### config.mk
export PLATFORM = sky130hd
export DESIGN_NAME = instruction_sequencer
export DESIGN_NICKNAME = d
export VERILOG_FILES = /design/src/rtl/instruction_sequencer.sv
export SDC_FILE = /design/constraint.sdc
export NUM_CORES = 1
export LEC_CHECK = 0
export CAP_MARGIN = 5
export CORE_UTILIZATION = 43
export CTS_BUF_LIST = sky130_fd_sc_hd__clkbuf_8 sky130_fd_sc_hd__clkbuf_16
export DETAILED_ROUTE_END_ITERATION = 10
export PLACE_DENSITY = 0.88
export SYNTH_ARGS = -nofsm -noshare
export SYNTH_HDL_FRONTEND = slang
export SYNTH_SLANG_ARGS = --single-unit
### constraint.sdc
create_clock -name clk -period 2.6 [get_ports clk]
set_clock_uncertainty 0.1 [all_clocks]
set_input_delay 0.65 -clock clk [delete_from_list [all_inputs] [get_ports clk]]
set_output_delay 0.65 -clock clk [all_outputs]
set_load 0.05 [all_outputs]
### src/rtl/instruction_sequencer.sv
// instruction_sequencer: fetch/execute sequencer owning the PC.
// One instruction in flight; drives fetch handshake and trap entry.
module instruction_sequencer #(
  parameter logic [31:0] RESET_VECTOR  = 32'h0000_0000,
  parameter logic [7:0]  FETCH_TIMEOUT = 8'd255
) (
  input  logic        clk,
  input  logic        rst_n,
  input  logic        enable,
  output logic        fetchRequest,
  output logic [31:0] fetchAddress,
  input  logic        fetchAck,
  input  logic [31:0] fetchData,
  input  logic        fetchError,
  output logic [31:0] currentInstruction,
  output logic        isNOP,
  input  logic        invalidInstruction,
  input  logic        executeDone,
  input  logic        jumpEnable,
  input  logic [31:0] jumpAddress,
  input  logic [31:0] trapVector,
  output logic [31:0] programCounter,
  output logic        trapTaken,
  output logic [1:0]  trapCause,
  output logic [31:0] trapPC
);

  typedef enum logic [1:0] {
    S_HALT,
    S_FETCH,
    S_EXEC,
    S_TRAP
  } state_t;

  state_t      r_state;
  state_t      w_next;
  logic [31:0] r_pc;
  logic [31:0] w_pc_nxt;
  logic [31:0] r_instr;
  logic [31:0] r_tpc;
  logic [1:0]  r_cause;
  logic [1:0]  w_cause;
  logic [7:0]  r_cnt;
  logic [7:0]  w_cnt_nxt;
  logic        w_enter;
  logic        w_latch;
  logic        w_to;
  logic [31:0] w_ret_pc;

  assign w_ret_pc = jumpEnable ? jumpAddress
                               : r_pc + 32'd4;

  // ack is tested before this, so ack wins a same-cycle timeout
  assign w_to = (FETCH_TIMEOUT != 8'd0) &&
                (r_cnt == FETCH_TIMEOUT - 8'd1);

  always_comb begin
    w_next    = r_state;
    w_pc_nxt  = r_pc;
    w_cnt_nxt = r_cnt;
    w_cause   = r_cause;
    w_enter   = 1'b0;
    w_latch   = 1'b0;
    case (r_state)
      S_HALT: begin
        if (enable) begin
          if (r_pc[1:0] != 2'd0) begin
            w_next  = S_TRAP;
            w_cause = 2'd0;
            w_enter = 1'b1;
          end else begin
            w_next = S_FETCH;
          end
        end
      end
      S_FETCH: begin
        if (fetchAck) begin
          w_cnt_nxt = 8'd0;
          if (fetchError) begin
            w_next  = S_TRAP;
            w_cause = 2'd1;
            w_enter = 1'b1;
          end else begin
            w_next  = S_EXEC;
            w_latch = 1'b1;
          end
        end else if (w_to) begin
          w_cnt_nxt = 8'd0;
          w_next    = S_TRAP;
          w_cause   = 2'd1;
          w_enter   = 1'b1;
        end else begin
          w_cnt_nxt = r_cnt + 8'd1;
        end
      end
      S_EXEC: begin
        if (invalidInstruction) begin
          w_next  = S_TRAP;
          w_cause = 2'd2;
          w_enter = 1'b1;
        end else if (executeDone) begin
          w_pc_nxt = w_ret_pc;
          if (!enable || w_ret_pc[1:0] != 2'd0)
            w_next = S_HALT;
          else
            w_next = S_FETCH;
        end
      end
      S_TRAP: begin
        w_pc_nxt = trapVector;
        w_next   = S_HALT;
      end
      default: begin
        w_next = S_HALT;
      end
    endcase
  end

  // trap cause/PC captured on entry so they are valid with the pulse
  always_ff @(posedge clk or negedge rst_n) begin
    if (!rst_n) begin
      r_state <= S_HALT;
      r_pc    <= RESET_VECTOR;
      r_instr <= 32'd0;
      r_tpc   <= 32'd0;
      r_cause <= 2'd0;
      r_cnt   <= 8'd0;
    end else begin
      r_state <= w_next;
      r_pc    <= w_pc_nxt;
      r_cnt   <= w_cnt_nxt;
      if (w_latch)
        r_instr <= fetchData;
      if (w_enter) begin
        r_tpc   <= r_pc;
        r_cause <= w_cause;
      end
    end
  end

  assign fetchRequest       = (r_state == S_FETCH);
  assign fetchAddress       = r_pc;
  assign currentInstruction = r_instr;
  assign isNOP              = (r_state != S_EXEC);
  assign programCounter     = r_pc;
  assign trapTaken          = (r_state == S_TRAP);
  assign trapCause          = r_cause;
  assign trapPC             = r_tpc;

endmodule

==> key figures <==
Routing
  • Final WL: 16,900 microns
  • DR pass1 iterations: 6
  • Via density: 5.60
  • Final ANT Viol Nets: 0
  • Via Count: 5,117
  • Initial DRC count: 302
  • DRC: 0
  • Wire length per cell: 18.6 microns

Logic synthesis
  • Post-synth EDFFs: 0
  • Synth area leader: dfrtp_1
  • Ranking of synthesized cells by area: dfrtp_1, mux2_2, buf_4
  • Count of cell types in the netlist: 56
  • Asr flop ratio synth: 1.00
  • Share of the synthesized area in the top cell type: 0.485
  • Post-Syn Area per Cell: 10.6 sq um
  • Mapped Area: 0.00557 sq mm
  • Post-synthesis cell count: 526
  • Yosys reg bits: 108
  • Post-synthesis net count: 633
  • YS warnings: 0
  • Most frequent cells after synthesis: dfrtp_1, mux2_2, o21ai_0
  • Sequential share of the synthesized area: 0.485
  • Cell with the most instances after synthesis: dfrtp_1
  • Ys flop type: dfrtp_1

Critical path
  • R2R cell count: 5
  • CP Launch Type: flop
  • Reg2reg start: fetchAddress[11]
  • Worst path required time: 1.85 ns
  • Critical Setup Path Class: reg2out
  • Crit-path max FO: 11
  • CP bufs+invs: 1
  • Worst Setup SP: fetchAddress[18]
  • Worst R2R Setup Slack: 0.36 ns
  • Max incr delay on CP: 0.88 ns
  • End of the critical path: programCounter[18]
  • Worst path arrival time: 1.82 ns
  • Levels on crit path: 1
  • Reg-to-reg critical path endpoint: fetchAddress[29]
  • CP delay by family, top: buffers and inverters
  • Kind of end point of the critical path: primary output
  • Slowest-stage cell, CP: clkdlybuf4s50_1
  • Crit-path cells: clkdlybuf4s50_1

Global routing
  • GRT overflow: 0
  • Pin count of the biggest net entering global routing: 56
  • First-pass GRT wire length: 26,100 microns
  • Vias in the first global route: 5,086
  • Global Route Usage Sum: 0.256
  • Initial antenna violation count: 0

STA
  • Max Fclk: 389 MHz
  • Final setup fails: 0
  • Total negative slack: 0 ns
  • Crit share post-route: 0.988
  • Relative slew slack: 0.555
  • Worst slew pin tran: 0.663 ns
  • Min Tclk post-route: 2.57 ns
  • Unrepaired setup endpoints after global routing: false
  • Final Max Tran Viols: 0
  • Final Hold Vio Count: 0

Run
  • Max Cap Violations: 0

Min path
  • Hold Path Class: in2async

Cells and area
  • Layout fillers: 956
  • Antenna cell count: 0
  • Multi-input gate area: 0.00249 sq mm
  • Register Area: 0.00270 sq mm
  • Nets: 843
  • Area Growth Syn to Fin: 49.6%
  • Layout cells sized above 1: 0.162
  • Post-Layout Inst Area: 0.00833 sq mm

Placement
  • # port buffers: 236
  • DP HPWL: 12,600 microns
  • Area after DPL: 0.00804 sq mm
  • Gpl congestion: 0.870

Clock network
  • Root buffer cell: clkbuf_16
  • Clock Path Buffers: 2
  • H-tree depth: 3
  • CTS Sinks: 108
  • Worst-path clk slew: 0.07 ns
  • CTS Hold Bufs: 0
  • CTS tree: done
  • Clk_lat worst skew: 0.36 ns
  • CTS Buf Count: 9

Die
  • I/O Pins: 237
  • Die area: 0.0134 sq mm
  • Core area: 0.0126 sq mm
  • Die H: 116 microns
  • Starting Density: 0.441
  • FP Rows: 41
  • Die Width: 116 microns

Power and ir drop
  • Peak VDD IR: 1.12 mV
  • P_leak: 0.00337 uW
  • Pwr per Cell Area: 1510 mW/mm^2

Run status
  • Status: finished, final reports clean
[per-stage QoR]
| stage | worst slack (ns) | util | std cells | power (uW) | hold WS (ns) |
|---|---|---|---|---|---|
| floorplan | 0.244 | - | 526 | 8670 | 0.254 |
| global placement | 0.0810 | 0.637 | 897 | 11000 | 0.365 |
| detailed placement | 0.0490 | 0.637 | 897 | 11300 | 0.391 |
| CTS | 0.0150 | 0.659 | 913 | 12600 | 0.161 |
| global route | 0.00475 | 0.660 | 913 | 13100 | 0.182 |
| finish | 0.0300 | 0.660 | 913 | 12600 | 0.148 |
[kinds of logic after synthesis]
group,after synthesis,share of synthesized area
multiplexers,69,0.139
buffers and inverters,72,0.0726
adder cells (fa/ha/maj),3,0.00674
AND/OR/NAND/NOR,121,0.116
XOR/XNOR,14,0.0220
AO/OA/AOI/OAI,139,0.159
flip-flops,108,0.485
[report_power, final]
| part | total (uW) | internal (uW) | switching, uW |
|---|---|---|---|
| sequential | 3350 | 2450 | 892 |
| clock | 1320 | 696 | 620 |
| combinational | 7920 | 2900 | 5020 |
| total | 12600 | 6050 | 6530 |
[what timing repair did]
action | in CTS | in global routing
setup buffers | 0 | 0
resized for setup | 0 | 3
endpoints found under the setup margin | 0 | 3
[state kept, by name (all words and copies together) (netlist names)]
signal and flops:
currentInstruction 32, fetchAddress 32, r_cnt 8, r_state 2
trapCause 2, trapPC 32
[cell usage in the layout, fill, tap and decap left out, types with 10 or more instances in the layout]
master           count
nand2_1             38
o21ai_0             44
inv_1               12
clkdlybuf4s50_1    230
a21oi_1             31
mux2_2              65
dfrtp_1            108
nand3_1             13
nor2_1              21
and3_1              10
a31oi_1             10
nand4_1             12
buf_4               23
[cell type report]
cell class	instances	share of cell area
Multi-Input combinational cell	346	0.299
Inverter	11	0.00496
Timing Repair Buffer	260	0.312
Tap cell	172	0.0258
Sequential cell	108	0.325
Clock inverter	5	0.00346
Clock buffer	11	0.0304
[routing by layer]
metal	up-vias	part of all wire	track usage
met3	46	0.077	0.0554
met4	0	0.032	0.136
li1	2318	-	-
met5	-	0	0
met1	2476	0.39	0.308
met2	277	0.50	0.429
[how the worst min path moves through the flow]
| stage | startpoint | endpoint | slack [ns] | cells after the start |
|---|---|---|---|---|
| floorplan | rst_n | currentInstruction[0] | 0.25 | 0 |
| global placement | r_cnt[6] | r_cnt[6] | 0.36 | 1 |
| detailed placement | r_cnt[6] | r_cnt[6] | 0.39 | 1 |
| CTS | rst_n | currentInstruction[8] | 0.16 | 1 |
| global route | rst_n | currentInstruction[8] | 0.18 | 1 |
| finish | rst_n | currentInstruction[8] | 0.15 | 1 |
(Power assumes the default switching activity.)
